$ cat config.mk
export PLATFORM = sky130hd
export DESIGN_NAME = input_port_receiver
export DESIGN_NICKNAME = d
export VERILOG_FILES = /design/src/rtl/input_port_receiver.sv
export SDC_FILE = /design/constraint.sdc
export NUM_CORES = 2
export LEC_CHECK = 0
export BUFFER_PORTS_ARGS = -buffer_cell sky130_fd_sc_hd__buf_2
export CORE_UTILIZATION = 25
export CTS_CLUSTER_SIZE = 25
export DETAILED_ROUTE_END_ITERATION = 10
export SYNTH_ARGS = -nofsm -noshare
export SYNTH_HDL_FRONTEND = slang
export SYNTH_SLANG_ARGS = --single-unit
$ cat constraint.sdc
create_clock -name clk -period 3.8 [get_ports clk]
set_input_delay 0.38 -clock clk [delete_from_list [all_inputs] [get_ports clk]]
set_output_delay 0.38 -clock clk [all_outputs]
set_load 0.01 [all_outputs]
$ cat src/rtl/input_port_receiver.sv
// Leaf input port: buffers packets for this leaf/port, hands them to the user and returns credits.
// Optional stall counter on input_port_stall_cnt, enabled by defining INPUT_PORT_STALL_CNT_EN.
module input_port_receiver #(
    parameter int NUM_LEAF_BITS         = 6,
    parameter int NUM_PORT_BITS         = 4,
    parameter int NUM_ADDR_BITS         = 7,
    parameter int PAYLOAD_BITS          = 64,
    parameter int NUM_BRAM_ADDR_BITS    = 7,
    parameter int FREESPACE_UPDATE_SIZE = 64,
    parameter int DATA_USER_IN          = 32,
    localparam int PACKET_BITS =
        1 + NUM_LEAF_BITS + NUM_PORT_BITS + NUM_ADDR_BITS + PAYLOAD_BITS
) (
    input  logic                          clk,
    input  logic                          reset,
    input  logic [PACKET_BITS-1:0]        internal_in,
    input  logic [NUM_LEAF_BITS-1:0]      self_leaf_reg,
    input  logic [NUM_PORT_BITS-1:0]      self_port_reg,
    input  logic [NUM_LEAF_BITS-1:0]      src_leaf_reg,
    input  logic [NUM_PORT_BITS-1:0]      src_port_reg,
    input  logic                          is_done_mode,
    output logic [DATA_USER_IN-1:0]       dout_interface2user,
    output logic                          vld_interface2user,
    input  logic                          ack_user2interface,
    output logic [PACKET_BITS-1:0]        internal_out,
    output logic                          empty,
    input  logic                          rd_en_sel,
    output logic [NUM_BRAM_ADDR_BITS:0]   occupancy,
    output logic                          overflow_err,
    output logic                          misroute_err,
    output logic [PAYLOAD_BITS-1:0]       input_port_stall_cnt
);

    localparam int DEPTH = 1 << NUM_BRAM_ADDR_BITS;
    localparam int CNT_W = NUM_BRAM_ADDR_BITS + 1;
    localparam logic [CNT_W-1:0] DEPTH_C = CNT_W'(DEPTH);
    localparam logic [CNT_W-1:0] FUS_C = CNT_W'(FREESPACE_UPDATE_SIZE);

    typedef enum logic {
        S_IDLE = 1'b0,
        S_PEND = 1'b1
    } state_t;

    // packet fields
    logic                      w_vld;
    logic [NUM_LEAF_BITS-1:0]  w_dst_leaf;
    logic [NUM_PORT_BITS-1:0]  w_dst_port;
    logic [NUM_ADDR_BITS-1:0]  w_fifo_addr;
    logic [PAYLOAD_BITS-1:0]   w_payload;
    logic                      w_unused;

    logic                      w_match;
    logic                      w_full;
    logic                      w_pop;
    logic                      w_wr;

    logic [DATA_USER_IN-1:0]       r_mem [DEPTH];
    logic [NUM_BRAM_ADDR_BITS-1:0] r_wr_ptr;
    logic [NUM_BRAM_ADDR_BITS-1:0] r_rd_ptr;
    logic [CNT_W-1:0]              r_occ;
    logic                          r_overflow;
    logic                          r_misroute;

    state_t                    r_state;
    state_t                    w_state_nxt;
    logic [CNT_W-1:0]          r_consumed;
    logic [CNT_W-1:0]          w_consumed_nxt;
    logic [CNT_W-1:0]          w_pop_inc;
    logic [PACKET_BITS-1:0]    r_out;
    logic [PACKET_BITS-1:0]    w_out_nxt;
    logic                      r_empty;
    logic                      w_empty_nxt;
    logic [PACKET_BITS-PAYLOAD_BITS-1:0] w_credit_hdr;

    assign w_vld       = internal_in[PACKET_BITS-1];
    assign w_dst_leaf  = internal_in[PACKET_BITS-2 -: NUM_LEAF_BITS];
    assign w_dst_port  = internal_in[PACKET_BITS-2-NUM_LEAF_BITS -: NUM_PORT_BITS];
    assign w_fifo_addr = internal_in[PAYLOAD_BITS +: NUM_ADDR_BITS];
    assign w_payload   = internal_in[PAYLOAD_BITS-1:0];

    // fifo_addr and the payload bits above the user width are not stored
    assign w_unused = ^{w_fifo_addr, w_payload[PAYLOAD_BITS-1:DATA_USER_IN]};

    assign w_match = w_vld
                   && (w_dst_leaf == self_leaf_reg)
                   && (w_dst_port == self_port_reg);
    assign w_full  = (r_occ == DEPTH_C);
    assign w_pop   = vld_interface2user && ack_user2interface;
    // a pop in the same cycle frees the slot a full buffer needs
    assign w_wr    = w_match && (!w_full || w_pop);

    assign vld_interface2user  = (r_occ != '0);
    assign dout_interface2user = r_mem[r_rd_ptr];
    assign occupancy           = r_occ;
    assign overflow_err        = r_overflow;
    assign misroute_err        = r_misroute;
    assign internal_out        = r_out;
    assign empty               = r_empty;

    // buffer storage, no reset needed
    always_ff @(posedge clk) begin
        if (w_wr) begin
            r_mem[r_wr_ptr] <= w_payload[DATA_USER_IN-1:0];
        end
    end

    // pointers, occupancy and sticky error flags
    always_ff @(posedge clk) begin
        if (reset) begin
            r_wr_ptr   <= '0;
            r_rd_ptr   <= '0;
            r_occ      <= '0;
            r_overflow <= 1'b0;
            r_misroute <= 1'b0;
        end else begin
            if (w_wr) begin
                r_wr_ptr <= r_wr_ptr + 1'b1;
            end
            if (w_pop) begin
                r_rd_ptr <= r_rd_ptr + 1'b1;
            end
            unique case ({w_wr, w_pop})
                2'b10:   r_occ <= r_occ + 1'b1;
                2'b01:   r_occ <= r_occ - 1'b1;
                default: r_occ <= r_occ;
            endcase
            if (w_match && w_full && !w_pop) begin
                r_overflow <= 1'b1;
            end
            if (w_vld && !w_match) begin
                r_misroute <= 1'b1;
            end
        end
    end

    assign w_pop_inc    = {{(CNT_W-1){1'b0}}, w_pop};
    assign w_credit_hdr = {1'b1, src_leaf_reg, src_port_reg, {NUM_ADDR_BITS{1'b0}}};

    // credit FSM state, consumed count and outgoing packet
    always_ff @(posedge clk) begin
        if (reset) begin
            r_state    <= S_IDLE;
            r_consumed <= '0;
            r_out      <= '0;
            r_empty    <= 1'b1;
        end else begin
            r_state    <= w_state_nxt;
            r_consumed <= w_consumed_nxt;
            r_out      <= w_out_nxt;
            r_empty    <= w_empty_nxt;
        end
    end

    // credit FSM next state: full-size credits first, partial only on done
    always_comb begin
        w_state_nxt    = r_state;
        w_consumed_nxt = r_consumed + w_pop_inc;
        w_out_nxt      = r_out;
        w_empty_nxt    = r_empty;
        unique case (r_state)
            S_IDLE: begin
                if (r_consumed >= FUS_C) begin
                    w_out_nxt      = {w_credit_hdr,
                                      PAYLOAD_BITS'(FREESPACE_UPDATE_SIZE)};
                    w_consumed_nxt = r_consumed - FUS_C + w_pop_inc;
                    w_empty_nxt    = 1'b0;
                    w_state_nxt    = S_PEND;
                end else if (is_done_mode && (r_consumed != '0)) begin
                    w_out_nxt      = {w_credit_hdr, PAYLOAD_BITS'(r_consumed)};
                    w_consumed_nxt = w_pop_inc;
                    w_empty_nxt    = 1'b0;
                    w_state_nxt    = S_PEND;
                end
            end
            S_PEND: begin
                if (rd_en_sel) begin
                    w_out_nxt   = '0;
                    w_empty_nxt = 1'b1;
                    w_state_nxt = S_IDLE;
                end
            end
            default: begin
                w_state_nxt = S_IDLE;
            end
        endcase
    end

`ifdef INPUT_PORT_STALL_CNT_EN
    logic [PAYLOAD_BITS-1:0] r_stall;

    // count cycles where data is offered but the user holds off, saturating
    always_ff @(posedge clk) begin
        if (reset) begin
            r_stall <= '0;
        end else if (vld_interface2user && !ack_user2interface
                     && (r_stall != '1)) begin
            r_stall <= r_stall + 1'b1;
        end
    end

    assign input_port_stall_cnt = r_stall;
`else
    assign input_port_stall_cnt = '0;
`endif

endmodule

# Word-level counts from Yosys, hierarchy flattened
# Memories as Yosys holds them, arrays and structs flattened. A register that Yosys moved wholly into a read port is not among the register bits.
# Cells that the tools add are included.
dict set report totals {
  reg_bits 116
  latch_bits 0
  ramBits 4096
  romBits 0
  out_inout_bits 190
  wordCells 62
  mem_count 1
}
dict set report classes {
  n_addsub 7
  mul 0
  n_div 0
  magnitude_cmp 1
  eq_ne 7
  shifts 0
  mux 20
  n_bitwise 1
  reduce_logical 16
}
# name words width rd rd_ports_with_merged_regs write_ports line
set memory_table {}
lappend memory_table {r_mem 128 32 1 1 1 57} ;# logic [DATA_USER_IN-1:0] r_mem [DEPTH];
# operator n
set op_table {}
lappend op_table {{82-bit 2-to-1 mux} 3}
lappend op_table {{82-bit one-hot mux with 2 select lines} 1}
lappend op_table {{8-bit 2-to-1 mux} 3}
lappend op_table {{8-bit by 1-bit adder with 8-bit output} 2}
lappend op_table {{8-bit one-hot mux with 2 select lines} 1}
lappend op_table {{8-bit nonzero test} 2}
lappend op_table {{7-bit by 1-bit adder with 7-bit output, second input constant} 2}
lappend op_table {{7-bit 2-to-1 mux} 2}
lappend op_table {{8-bit by 1-bit adder with 8-bit output, second input constant} 1}
lappend op_table {{8-bit == test, second input constant} 1}
lappend op_table {{8-bit by 7-bit >= comparator with 1-bit output, second input constant} 1}
lappend op_table {{1-bit logical AND} 8}
lappend op_table {{1-bit 2-to-1 mux} 8}
lappend op_table {{8-bit by 1-bit subtractor with 8-bit output, second input constant} 1}
lappend op_table {{8-bit by 7-bit subtractor with 8-bit output, second input constant} 1}
lappend op_table {{6-bit == test} 1}
lappend op_table {{4-bit == test} 1}
lappend op_table {{1-bit one-hot mux with 2 select lines} 2}
lappend op_table {{1-bit zero test} 3}
lappend op_table {{3-bit != test, second input constant} 1}
lappend op_table {{2-bit by 1-bit == test with 1-bit output, second input constant} 1}
lappend op_table {{2-bit == test, second input constant} 1}
lappend op_table {{2-bit != test, second input constant} 1}
lappend op_table {{2-bit AND reduction} 1}
lappend op_table {{other kinds (3)} 3}

# Logic depth before layout (Yosys ltp)
dict set report logic_depth {
  ltp_word 6
  depth_mapped 12
  mapped_depth_nobuf 12
}

# Least setup slack after synthesis
# Ideal clock, no wire load.
dict set report synth_path {
  path_type {input-to-reg}
  startpoint {in self_port_reg[2]}
  endpoint {mem r_mem[51][0], enable pin}
  arrival_ns 3.357
  required_ns 3.379
  path_slack_ns 0.022
  cell_stages 8
  n_path_buf 2
  cell_sequence {xnor2_1 > nand4_1 > nor4_1 > clkbuf_1 > nor2b_1 > nand3_1 > buf_2 > nor2_1}
}
dict set report synth_via {
  elab_chain_len 5
}
# element line
set synth_lines {}
lappend synth_lines {{from (decl)} 18} ;# input logic [NUM_PORT_BITS-1:0] self_port_reg,
lappend synth_lines {{4-bit == test} 86} ;# && (w_dst_port == self_port_reg);
lappend synth_lines {{1-bit logical AND} 86}
lappend synth_lines {{1-bit logical AND} 90} ;# assign w_wr = w_match && (!w_full || w_pop);
lappend synth_lines {{1-bit 2-to-1 mux} 102} ;# if (w_wr) begin
lappend synth_lines {{1-bit 2-to-1 mux (implied by the code)} 103} ;# r_mem[r_wr_ptr] <= w_payload[DATA_USER_IN-1:0];
lappend synth_lines {{to (decl)} 57}
# No other way between the ends.

==> qor.yml <==
sta:
  hold-worst-slack_ps: 79.6
  grt_setup_unrepaired: "yes"
  tightest_slew_ps: 1210
  tns_ps: -26840
  final_hold_viol_count: 0
  fin_ws_ps: -927
  finalMaxSlewViolations: 0
  period_minus_slack_ps: 4730
  max_slew_margin_pct: 19.2
  finalClockSkew_ps: 111
  setup_viol: 32
  fin_crit_sh_pct: 124
  fmax_mhz: 212
worst_setup_path:
  cp-start-kind: "flip-flop"
  rrSetupSlack_ps: 470
  r2r-start: "occupancy[3]"
  end_kind: "output pin"
  crit_arrival_ps: 4350
  r2r_cells: 9
  crit_fanout: 8
  cp.required_ps: 3420
  rr_endpoint: "r_mem[45][21]"
  criticalPathCategory: "flip-flop to output pin"
layout:
  nNetsFinal: 8704
  mostFrequentLayoutCells: "edfxtp_1, mux2i_1, mux4_2"
  syn2layout_area_growth_pct: 20.5
  final_util_pct: 30.3
  final_area_um2: 193000
  final_common_cell: "edfxtp_1"
  layout-drive-gt1-share_pct: 26.9
hold_path:
  hold_end: "r_mem[38][6]"
  hold_class: "input pin to flip-flop"
  holdPathStages: 1
  hp-start: "internal_in[6]"
clocking:
  numClockSinks: 4156
  cts-buffers-inserted: 383
  insertion_delay_ps: 1020
  clockRootBuffer: "clkbuf_16"
  clk_pin_slew_worst_paths_ps: 60
  cts.path.max_buffers: 4
  cts.htree.levels: 5
  cts_tree: "yes"
logic_synthesis:
  avgSynthCellArea_um2: 20.8
  synth_ff_type: "edfxtp_1"
  ys_types: 55
  synth.cell_area_um2: 160000
  yosys_warnings: 0
  syn_inst: 7698
  synth_edf_count: 4096
  seq_area_frac_synth_pct: 77.7
  ys_async_sr_fraction_pct: 0
  ys_ff_latch: 4156
power_and_ir_drop:
  p_sw_share_pct: 25.0
  switchingPower_uw: 26800
  p_clk_share_pct: 35.5
  p_leak_uw: 0.0570
  p_comb_share_pct: 17.3
  irDropWorstVdd_mv: 0.482
  seqPwrFrac_pct: 47.2
  intPower_uw: 80400
  powerDensity_nw_per_um2: 556
placement:
  hpwlAfterDp_um: 244000
  dpl_cell_area_um2: 178000
  gp_congestion: 0.796
  port_buffers: 130
  dp_worst_setup_slack_ps: -332
global_routing:
  grt_pass1_wl_um: 596000
  antenna_found_initial: 58
  grt_max_degree: 129
  grt_pass1_vias: 78593
  grt_usage_pct: 12.6
  grt-ovfl-total: 0
detailed_routing:
  routed_wl_um: 426000
  first_pass_iters: 6
  routed-wl-met3_um: 32400
  vias: 80163
  top_layer: "met5"
  post_drt_wl_per_cell_um: 24.6
  drt_iter0_drc: 9624
  drc: 0
  dr_wl_met2_um: 200000
  antenna_left: 0
  viasPerCell: 4.63
  wl_met1_um: 183000
floorplan:
  die_w_um: 802
  start_util_pct: 25.1
  die_h_um: 802
  io-pin-count: 297
  rows: 293
  dieArea_um2: 643000
  core_um2: 637000
flow_run:
  drv_cap: 0
outcome:
  violations: "negative setup slack"
  status: "complete, but fails checks"
[routing by layer]
metal | vias up | track usage [%]
met5 | - | 0
met2 | 3133 | 20.3
met4 | 4 | 3.14
met3 | 551 | 1.95
met1 | 42839 | 18.0
li1 | 33636 | -
[registers in the layout, indices dropped and copies added (netlist names), named ones only]
signal        flops
occupancy         8
empty             1
misroute_err      1
r_state           1
r_rd_ptr          7
r_wr_ptr          7
r_mem          4096
r_consumed        8
overflow_err      1
internal_out     19
[timing repair]
item,in CTS,in global routing
pin swaps,11,22
hold buffers,41,0
gates cloned,8,6
setup endpoints to repair,32,32
setup buffers,28,39
endpoints found under the hold margin,601,0
gates resized for setup,111,106
[cell type report]
type                    count  area (um^2)
multi-input cells        3096        34900
flip-flops and latches   4156       124000
repair buffers            937        10800
inverters                  12         45.0
clock inverters           216         2200
well taps                8407        10500
diodes                     13         32.5
fillers                 60964       444000
clock buffers             478         9990
[critical path, cell delays in order, from the launching register on]
cell and delay, ps:
dfxtp_4 390, buf_12 150, buf_16 160, buf_12 140
buf_16 140, buf_6 100, mux4_2 470, mux4_2 590
nor2b_4 180, a221oi_2 250, buf_6 200, or3b_4 450
buf_6 140
[power by group through the flow]
stage / Combinational (uW) / Clock (uW) / Sequential, uW
2_1_floorplan: 9690 / 0 / 51500
3_3_place_gp: 16600 / 0 / 51600
3_5_place_dp: 16600 / 0 / 51600
4_1_cts: 17900 / 38700 / 50600
5_1_grt: 19600 / 40400 / 50500
6_report: 18600 / 38000 / 50600
[cells in the mapped netlist, types with 17 or more instances]
cell | n | area (um^2)
a31oi_1 | 32 | 200
nand2_1 | 158 | 593
buf_6 | 17 | 191
mux2i_1 | 805 | 8060
a221oi_1 | 102 | 893
a221oi_2 | 26 | 390
nand4_1 | 72 | 450
mux4_2 | 672 | 15100
clkbuf_1 | 250 | 938
buf_4 | 143 | 1070
buf_2 | 113 | 566
dfxtp_1 | 60 | 1200
nor2b_1 | 78 | 488
a211oi_1 | 32 | 240
buf_1 | 37 | 139
xnor2_1 | 20 | 175
edfxtp_1 | 4096 | 123000
or3b_1 | 32 | 280
a22oi_1 | 390 | 2930
nand3_1 | 145 | 726
a21oi_1 | 108 | 541
a22o_1 | 42 | 368
nor2_1 | 177 | 664
[through the flow]
step,power (uW),instances
after floorplan,61200,7824
after CTS,107000,17260
after detailed placement,68200,16489
after global routing,110000,17307
final,107000,17315
after global placement,68200,16489
[cells by family (layout without fill, tap and decap cells)]
logic type	count (synthesis)	after routing	share of synthesized area (%)
and+or+nand+nor	697	697	2.15
adders and majority gates	11	11	0.0908
DFF	4156	4156	77.7
AOI/OAI and AO/OA	754	754	3.58
buffers and inverters	572	1643	1.85
muxes	1477	1477	14.5
xor gates and xnor gates	30	30	0.164
other	1	140	0.00234
[worst max path at each step]
stage | startpoint | end
floorplan | self_port_reg[2] | r_mem[51][0]
detailed placement | flip-flop | dout_interface2user[16]
finish | flip-flop | dout_interface2user[27]
global placement | flip-flop | dout_interface2user[16]
global route | flip-flop | dout_interface2user[13]
CTS | flip-flop | dout_interface2user[25]
Power figures use the tool's default switching activity.
